[config.mk]
export PLATFORM = sky130hd
export DESIGN_NAME = tpu_mac_unit
export DESIGN_NICKNAME = d
export VERILOG_FILES = /design/src/rtl/tpu_mac_unit.sv
export SDC_FILE = /design/constraint.sdc
export NUM_CORES = 1
export LEC_CHECK = 0
export BUFFER_PORTS_ARGS = -buffer_cell sky130_fd_sc_hd__buf_4
export CORE_ASPECT_RATIO = 1.5
export CORE_MARGIN = 2
export CORE_UTILIZATION = 62
export DETAILED_ROUTE_END_ITERATION = 7
export PLACE_DENSITY = 0.82
export RECOVER_POWER = 100
export SYNTH_ARGS = -nofsm -noshare
export SYNTH_HDL_FRONTEND = slang
export SYNTH_SLANG_ARGS = --single-unit
[constraint.sdc]
create_clock -name clk -period 8.92 [get_ports clk]
set_input_delay 0.892 -clock clk [delete_from_list [all_inputs] [get_ports clk]]
set_output_delay 0.892 -clock clk [all_outputs]
set_load 0.02 [all_outputs]
[src/rtl/tpu_mac_unit.sv]
// Sequential shift-add multiply-accumulate engine: DATA_W-cycle multiply, then
// overwrite or add into an ACC_W-bit accumulator read out as two OUT_W halves.
module tpu_mac_unit #(
    parameter int DATA_W = 8,
    parameter int ACC_W  = 24,
    parameter int OUT_W  = 16
) (
    input  logic              clk,
    input  logic              reset,
    input  logic              sync,
    input  logic              accumulate,
    input  logic              out_HL,
    input  logic [DATA_W-1:0] input1,
    input  logic [DATA_W-1:0] input2,
    output logic              ready,
    output logic              done,
    output logic              error,
    output logic [OUT_W-1:0]  out
);

    localparam int PROD_W = 2 * DATA_W;
    localparam int CNT_W  = $clog2(DATA_W);

    typedef enum logic [1:0] {S_IDLE, S_MUL, S_DONE} state_t;

    state_t              r_state;
    state_t              w_state_next;
    logic [PROD_W-1:0]   r_mcand;
    logic [PROD_W-1:0]   r_prod;
    logic [PROD_W-1:0]   w_prod_next;
    logic [DATA_W-1:0]   r_mplier;
    logic [CNT_W-1:0]    r_cnt;
    logic                r_acc_mode;
    logic [ACC_W-1:0]    r_acc;
    logic                r_error;
    logic                w_accept;
    logic                w_reject;
    logic                w_last;
    logic [ACC_W:0]      w_sum;
    logic [2*OUT_W-1:0]  w_acc_ext;

    assign ready    = (r_state != S_MUL);
    assign done     = (r_state == S_DONE);
    assign error    = r_error;
    assign w_accept = sync & ready;
    assign w_reject = sync & ~ready;
    assign w_last   = (r_state == S_MUL) && (r_cnt == CNT_W'(DATA_W - 1));

    // Partial product including the current multiplier bit; on the last MUL
    // edge this is the full product, so the accumulator uses it directly.
    assign w_prod_next = r_prod + (r_mplier[0] ? r_mcand : '0);
    assign w_sum = r_acc_mode ? ({1'b0, r_acc} + (ACC_W+1)'(w_prod_next))
                              : (ACC_W+1)'(w_prod_next);

    assign w_acc_ext = (2*OUT_W)'(r_acc);
    assign out       = out_HL ? w_acc_ext[2*OUT_W-1:OUT_W] : w_acc_ext[OUT_W-1:0];

    always_comb begin
        w_state_next = r_state;
        case (r_state)
            S_IDLE:  if (w_accept) w_state_next = S_MUL;
            S_MUL:   if (w_last) w_state_next = S_DONE;
            S_DONE:  w_state_next = w_accept ? S_MUL : S_IDLE;
            default: w_state_next = S_IDLE;
        endcase
    end

    always_ff @(posedge clk) begin
        if (reset) r_state <= S_IDLE;
        else       r_state <= w_state_next;
    end

    always_ff @(posedge clk) begin
        if (reset) begin
            r_mcand    <= '0;
            r_mplier   <= '0;
            r_prod     <= '0;
            r_cnt      <= '0;
            r_acc_mode <= 1'b0;
            r_acc      <= '0;
            r_error    <= 1'b0;
        end else begin
            if (w_reject) r_error <= 1'b1;
            if (w_accept) begin
                r_mcand    <= PROD_W'(input1);
                r_mplier   <= input2;
                r_acc_mode <= accumulate;
                r_prod     <= '0;
                r_cnt      <= '0;
            end else if (r_state == S_MUL) begin
                r_prod   <= w_prod_next;
                r_mcand  <= r_mcand << 1;
                r_mplier <= r_mplier >> 1;
                r_cnt    <= r_cnt + CNT_W'(1);
                if (w_last) begin
                    r_acc <= w_sum[ACC_W-1:0];
                    if (w_sum[ACC_W]) r_error <= 1'b1;
                end
            end
        end
    end

endmodule

-- Word-level counts from Yosys, hierarchy flattened
Index checks and enable logic that the tools add are counted.
- bitwise logic cells: 4
- multiplexer cells: 16
- add/subtract/negate cells: 3
- reduce and logical (&&, ||, !) cells: 6
- eq/ne operators: 6
- operator list (cell ; number):
    16-bit two-way mux ; 2
    8-bit two-way mux ; 4
    24-bit by 16-bit adder with 25-bit output ; 1
    25-bit two-way mux ; 1
    16-bit adder ; 1
    1-bit two-way mux ; 6
    2-bit one-hot mux with 3 select lines ; 1
    2-bit two-way mux ; 2
    2-bit != test (second input constant) ; 2
    3-bit by 1-bit adder with 3-bit output (second input constant) ; 1
    3-bit equality test (second input constant) ; 1
    3-bit AND reduction ; 1
    1-bit AND ; 2
    2-bit by 1-bit equality test with 1-bit output (second input constant) ; 1
    2-bit equality test (second input constant) ; 1
    2-bit logical NOT ; 1
    2-bit by 1-bit != test with 1-bit output (second input constant) ; 1
    1-bit NOT ; 2
    2-bit AND reduction ; 1
    2-bit nonzero test ; 1
    2-bit OR reduction ; 1
    1-bit logical AND ; 1
- flip-flop bits (word level): 71
- word-level logic and storage cells: 44

-- Logic depth before layout (Yosys ltp)
Gate-level depths: netlist of run 1.
- depth in word-level cells: 8
- mapped depth: 18

-- Worst setup path after synthesis of run 1
OpenSTA, ideal clock, no wires.
- path kind: reg-to-reg
- start: reg r_mplier[0]
- end: reg r_acc[19]
- period minus slack after synthesis: 3850 ps
- arrival: 3734 ps
- buffers on the path: 1
- required time: 8804 ps
- slack: 5070 ps
- cell stages (with the launch flop): 16
- cell sequence: dfxtp_1 clkbuf_1 and2_1 ha_1 and2_4 or3_1 o21a_1 or3_1 and2_1 ha_1 and4_4 o21ai_1 or3_4 a21oi_1 a21oi_1 a31o_1
- longest elaborated chain between the ends: 4
- ends and longest elaborated chain (what ; RTL line ; text):
    start: declaration ; 31 ; logic [DATA_W-1:0] r_mplier;
    start signal: assignment ; 86 ; r_mplier <= input2;
    start signal: assignment ; 93 ; r_mplier <= r_mplier >> 1;
    16-bit two-way mux ; 51 ; assign w_prod_next = r_prod + (r_mplier[0] ? r_mcand : '0);
    16-bit adder ; 51 ;
    via w_prod_next[10] ; 30 ; logic [PROD_W-1:0] w_prod_next;
    24-bit by 16-bit adder with 25-bit output ; 52 ; assign w_sum = r_acc_mode ? ({1'b0, r_acc} + (ACC_W+1)'(w_prod_next))
    25-bit two-way mux ; 52 ;
    end signal: assignment ; 96 ; r_acc <= w_sum[ACC_W-1:0];
    end: declaration ; 34 ; logic [ACC_W-1:0] r_acc;
The timed path passes the listed nets, and every way through them passes these cells.
A chain may end at the register's enable or synchronous reset.

-- Worst setup path after layout of run 1
- start: reg r_state[0]
- end: out ready
- longest elaborated chain between the ends: 1
- ends and longest elaborated chain (what ; RTL line ; text):
    start: declaration ; 26 ; state_t r_state;
    start signal: assignment ; 70 ; else r_state <= w_state_next;
    2-bit by 1-bit != test with 1-bit output ; 42 ; assign ready = (r_state != S_MUL);
    end: declaration ; 15 ; output logic ready,
No other way between the ends.

==> results of run 1 <==
power breakdown:
group / internal, mW / switching [mW] / leakage, nW
Combinational: 0.0258 / 0.0408 / 1.49
Clock: 0.252 / 0.141 / 0.156
Sequential: 0.326 / 0.00847 / 0.576
per-layer routing:
layer / track usage, % / share of wire (%) / wire length, um
met5: 0 / 0 / 0
met4: 16.6 / 4.1 / 517
met3: 4.55 / 4.1 / 524
met2: 53.3 / 50 / 6390
met1: 34.0 / 41 / 5250
per-stage QoR:
stage	instances	power (mW)	hold slack [ns]	worst slack, ns	area (um^2)
global placement	735	0.405	0.446	4.64	5260
CTS	751	0.796	0.462	4.43	5580
global route	751	0.816	0.481	3.94	5490
floorplan	625	0.387	0.436	5.07	4940
finish	751	0.794	0.460	4.25	5490
detailed placement	735	0.407	0.455	4.49	5260
cells in the final DEF, fill, tap and decap left out, types with 3 or more instances in the layout:
cell	instances
nand4_1	8
a31oi_1	7
inv_1	11
nand3_1	14
buf_4	21
nor2b_1	10
mux2_2	9
xor2_1	5
nor3_1	16
clkbuf_1	22
xnor2_1	17
o211ai_1	6
a21oi_1	64
o21ai_0	20
a211oi_1	33
clkbuf_16	9
nor2_1	61
ha_1	33
o21a_1	5
and3_1	6
and2_0	3
mux2i_1	27
a21o_1	11
nand3b_1	3
and2_1	17
dfxtp_1	71
or3_1	12
nand2_1	75
and4_1	3
nand2b_1	5
a211o_1	3
flip-flops by register name (all words and copies together) (netlist names):
name / flops
error: 1
r_acc: 24
r_acc_mode: 1
r_cnt: 3
r_mcand: 16
r_mplier: 8
r_prod: 16
r_state: 2
area by class of cell:
type / count / area [um^2]
Inverter: 11 / 41.3
Tap cell: 102 / 128
Sequential cell: 71 / 1420
Timing Repair Buffer: 42 / 236
Multi-Input combinational cell: 509 / 3330
Clock buffer: 11 / 243
Fill cell: 650 / 2180
Clock inverter: 5 / 81.3
logic make-up (layout without fill, tap and decap cells):
| kind of cell | Yosys count | count (layout) |
|---|---|---|
| flops | 71 | 71 |
| compound gates | 171 | 171 |
| fa+ha+maj | 35 | 35 |
| xor+xnor | 22 | 22 |
| mux | 36 | 36 |
| buf+inv | 45 | 69 |
| simple gates | 245 | 245 |
worst max-delay path: stages (launching register included):
cell	delay, ns
dfxtp_1	0.33
inv_1	0.08
nor2_2	0.03
clkbuf_1	0.57
inv_1	0.28
clkbuf_1	1.73
buf_4	0.38
final timing paths:
path / start / end / cells past startpoint
setup / recovery: r_state[0] / ready / 6
hold / removal: r_cnt[2] / r_cnt[2] / 2
setup reg to reg: r_mplier[0] / error / 15
hold reg to reg: r_cnt[2] / r_cnt[2] / 2
==> impl_results.md, run 1 <==
- Drt initial violations: 408
- Worst-margin pin slew: 2.40 ns
- Yosys top cell area share: 28.8%
- Setup Crit Path Kind: reg -> out
- Routed WL per cell: 16.9 um
- Die Span Y: around 110 um
- Most frequent cell after synthesis: nand2_1
- Mapped cell area: 4940 um^2
- Combinational family with the most area after synthesis: simple AND/OR/NAND/NOR gates
- Layout cells sized above 1: 9.09%
- Total CTS buffers: 9
- Gr usage total: 29.9%
- WL final: between 10 and 15 mm
- Number of synthesized flops with an enable pin: 0
- Io pins: 40
- Mux cell area share after synthesis: 7.52%
- Final hold vios: 0
- Post-CTS Resized: 0
- Initial antenna violation count: 0
- Placer Congestion: 0.928
- YS warnings: 0
- Leak Pwr: 2.23 nW
- Final antenna-violating net count: 0
- I/O Buffers: 39
- CP Capture Type: output pin
- Global-route wire length before repair: about 21 mm
- Failing checks: max-capacitance violations, max-slew violations
- Worst Path Max Fanout: 60
- Root Buffer: clkbuf_16
- CP startpoint kind: flip-flop
- Synth Area in XOR/XNOR: 3.90%
- Simple-gate portion of the synthesized area: between 20 and 25%
- CTS tree: yes
- Clock slew at the register clock pins of the worst setup and hold paths: about 0.06 ns
- Max-cap viol count: 1
- Clk sinks: around 70
- Syn Inst Count: 625
- Top cells by area, synth: dfxtp_1 29%, ha_1 8.4%, a21oi_1 6.5%
- Outcome: finished, violations left
- CTS max path bufs: 2
- Width of the chip: 76.9 um
- Worst vdd ir: 145 uV
- Synth async-reset ratio: 0%
- Reg2reg setup slack: 4.36 ns
- Setup bufs post-CTS: 0
- Synth area leader: dfxtp_1
- PD cells: 145 nW/um^2
- Final min period: 4.67 ns
- Seq/Total Area, Yosys: 28.8%
- Max Slew Vio Count: roughly 60
- Vias per cell: 6.38
- GRT Residual Overflow: 0
- Largest net degree at the start of global routing: approximately 60
- # DRC: 0
- Layout area overhead: 11.0%
- Type of the worst min-delay path: reg -> reg
- Commonest cells post-synth: 75 x nand2_1, 71 x dfxtp_1, 64 x a21oi_1, 62 x nor2_1, 33 x ha_1
- Synth Net Count: 681
- Clk_lat worst skew: roughly 0.34 ns
- Critical Path RT: 8.03 ns
- Post-layout util: 71.6%
- Adder-cell area share of the yosys netlist: a little over 9%
- Row cnt: 39
- Initial Utilization: between 60% and 70%
- Fin Setup TNS: 0 ns
- Routed vias: 4,789
- Final Cycle Share: 52.4%
- Antenna Cells: 0
- Placed wire-length estimate: approximately 9.0 mm
- Final #Nets: 700
- Flops & latches, synth: around 70
- H-Tree Depth: 3
- Compound-gate portion of the synthesized area: 23.0%
- Die area: between 8000 and 9000 um^2
- Slew margin rel.: -59.9%
- Max Fclk: roughly 210 MHz
- Hold-fix buffers at CTS: 0
- Worst Clk Skew: a little over 0.007 ns
- Vias in the first global route: 4,586
- Post-Syn Area per Cell: 7.91 um^2
- Router iterations before antenna repair: 6
- Final setup violation count: 0
- Synth unique cells: between 60 and 70
- CP Data Arrival Time: 3.78 ns
- RSZ-0062 raised after global routing: false
- Area of the core: 7660 um^2
- Predominant post-synthesis flop cell: dfxtp_1
Power figures use the tool's default switching activity.
==> inputs of run 2 (changes only) <==
Settings changed: CORE_UTILIZATION 62 to 61, PLACE_DENSITY 0.82 to 0.81.
Clock period 8.92 ns to 4.62 ns, I/O delays scaled along.
==> run 2 against run 1 <==
Effect of this change: the flow now finishes without violations; first-iteration DRC count down 13%; non-clock buffer count up 4; core utilization down 2.5 points; die area up 1.6%; critical endpoint is now r_acc[19]; power up 87%; global-route usage down 0.25 points; sequential cell count unchanged; sequential power up 93%; register-to-register slack worse by 4.0 ns; clock-buffer cell count up 1; critical path type is now reg -> reg; clock power up 80%; sequential share of layout area down 0.053 points.
==> impl_results.md, run 2 (synthesis results as in run 1) <==
- Outcome: complete, no violations (was finished, violations left)
- Layout area overhead: 11.2% (was 11.0%)
- I/O Buffers: 39 (unchanged)
- Largest register FFs: 24 (unchanged)
- Placer Congestion: 0.889 (was 0.928)
- Slew margin rel.: 0.664% (was -59.9%)
- Total CTS buffers: 9 (unchanged)
- Final setup margin: 0.387 ns (was 4.25 ns)
- Global-route wire length before repair: 21.2 mm (was 21.0 mm)
- Post-layout util: 69.1% (was 71.6%)
- Type of the worst min-delay path: in -> reg (was reg -> reg)
- Hold-fix buffers at CTS: 0 (unchanged)
- Worst hold margin: 0.389 ns (was 0.460 ns)
- Critical Path RT: 4.85 ns (was 8.03 ns)
- Layout cells sized above 1: 9.65% (was 9.09%)
- Top reg by flops: r_acc (unchanged)
- Clk_lat worst skew: 0.34 ns (about the same)
- Worst Path Max Fanout: 10 (was 60)
- Setup Crit Path Kind: reg -> reg (was reg -> out)
- CP Capture Type: flip-flop (was output pin)
- CTS max path bufs: 2 (unchanged)
- Drt initial violations: 356 (was 408)
- Max Slew Vio Count: 0 (was 61)
- Width of the chip: 77.5 um (was 76.9 um)
- Dpl ws: 0.483 ns (was 4.49 ns)
- Fin Setup TNS: 0 ns (unchanged)
- WL final: 12.7 mm (about the same)
- Dpl cell area: 5290 um^2 (was 5260 um^2)
- Die Span Y: 114 um (was 113 um)
- Worst vdd ir: 317 uV (was 145 uV)
- Routed vias: 4,711 (was 4,789)
- Final setup violation count: 0 (unchanged)
- CP Data Arrival Time: 4.46 ns (was 3.78 ns)
- Reg2reg path depth: 15 (unchanged)
- Router iterations before antenna repair: 5 (was 6)
- CTS tree: yes (unchanged)
- Final min period: 4.23 ns
- # DRC: 0 (unchanged)
- H-Tree Depth: 3 (unchanged)
- Most frequent cells in the layout: 75 x nand2_1, 71 x dfxtp_1, 64 x a21oi_1 (unchanged)
- Multi-input logic area: 3340 um^2 (was 3330 um^2)
- FF/Latch Area: 1420 um^2 (unchanged)
- Vias per cell: 6.22 (was 6.38)
- Final #Nets: 704 (was 700)
- Initial antenna violation count: 0 (unchanged)
- Clock slew at the register clock pins of the worst setup and hold paths: 0.06 ns (about the same)
- Io pins: 40 (unchanged)
- Met3 Wirelength: 614 um (was 524 um)
- Final hold vios: 0 (unchanged)
- RSZ-0062 raised after global routing: false (unchanged)
- Row cnt: 40 (was 39)
- Worst Clk Skew: 0.00850 ns (was 0.00721 ns)
- CP startpoint kind: flip-flop (unchanged)
- Final antenna-violating net count: 0 (unchanged)
- Area of the core: 7960 um^2 (was 7660 um^2)
- Final Cycle Share: between 90% and 100%
- Most common cell after layout, fill and taps aside: nand2_1 (unchanged)
- Top Registers: r_acc: 24 flops, r_mcand: 16 flops, r_prod: 16 flops (unchanged)
- Met2 WL: 6.46 mm (was 6.39 mm)
- Max Fclk: 236 MHz
- Die area: 8850 um^2 (was 8710 um^2)
- PD cells: 270 nW/um^2 (was 145 nW/um^2)
- Initial Utilization: 62.1% (was 64.5%)
- Post-CTS Resized: 0 (unchanged)
- Min-Delay Path Depth: 3 (was 2)
- Largest net degree at the start of global routing: 62 (was 61)
- Antenna Cells: 0 (unchanged)
- Placed wire-length estimate: 9.18 mm (was 8.97 mm)
- Layout fillers: 660 (was 650)
- Design Area, Final: 5500 um^2 (was 5490 um^2)
- Routed met1 length: 5.23 mm (was 5.25 mm)
- Vias in the first global route: 4,540 (was 4,586)
- Highest Signal Layer: met4 (unchanged)
- GRT Residual Overflow: 0 (unchanged)
- Clk sinks: 71 (unchanged)
- Leak Pwr: 2.25 nW (was 2.23 nW)
- Routed WL per cell: 16.7 um (was 16.9 um)
- Worst-margin pin slew: 1.49 ns (was 2.40 ns)
- Root Buffer: clkbuf_16 (unchanged)
- Max-cap viol count: 0 (was 1)
- Gr usage total: 29.7% (was 29.9%)
- Setup bufs post-CTS: 0 (unchanged)
[run 2: power by group]
group,leakage (nW),internal [mW],switching [mW],total [mW]
registers,0.576,0.630,0.0151,0.645
clock network,0.139,0.435,0.271,0.706
logic,1.53,0.0499,0.0808,0.131
total,2.25,1.11,0.367,1.48
[run 2: final cells by class]
class / instances / area share [%]
clock buffers: 12 / 4.48
clock inverters: 4 / 0.979
inverters: 11 / 0.751
multi-input cells: 509 / 60.7
flip-flops and latches: 71 / 25.9
well taps: 105 / 2.39
repair buffers: 46 / 4.80
[run 2: worst paths after layout]
kind         slack, ns         from          to
min reg2reg       0.46   r_prod[11]  r_prod[11]
max reg2reg       0.39  r_mplier[0]   r_acc[19]
min               0.39   accumulate  r_acc_mode
max               0.39  r_mplier[0]   r_acc[19]
[run 2: critical path, cell delays in order (launching register included)]
cell and delay [ns]:
dfxtp_1 0.35, buf_4 0.18, and2_1 0.14, ha_1 0.35
a21o_1 0.23, or3_1 0.36, o21a_1 0.24, or3_1 0.36
and2_0 0.18, ha_1 0.36, and4_1 0.28, o21ai_1 0.10
or3_4 0.41, a21oi_1 0.29, a21oi_1 0.11, a31o_1 0.19
[run 2: routing by layer]
layer	vias up	track usage [%]
met5	-	0
met4	0	12.7
met3	30	5.21
met2	142	53.2
met1	2224	34.6
li1	2315	-
[run 2: stage by stage]
stage	cells	power [mW]
2_1_floorplan	625	0.747
3_3_place_gp	742	0.783
3_5_place_dp	742	0.789
4_1_cts	758	1.48
5_1_grt	758	1.53
6_report	758	1.48
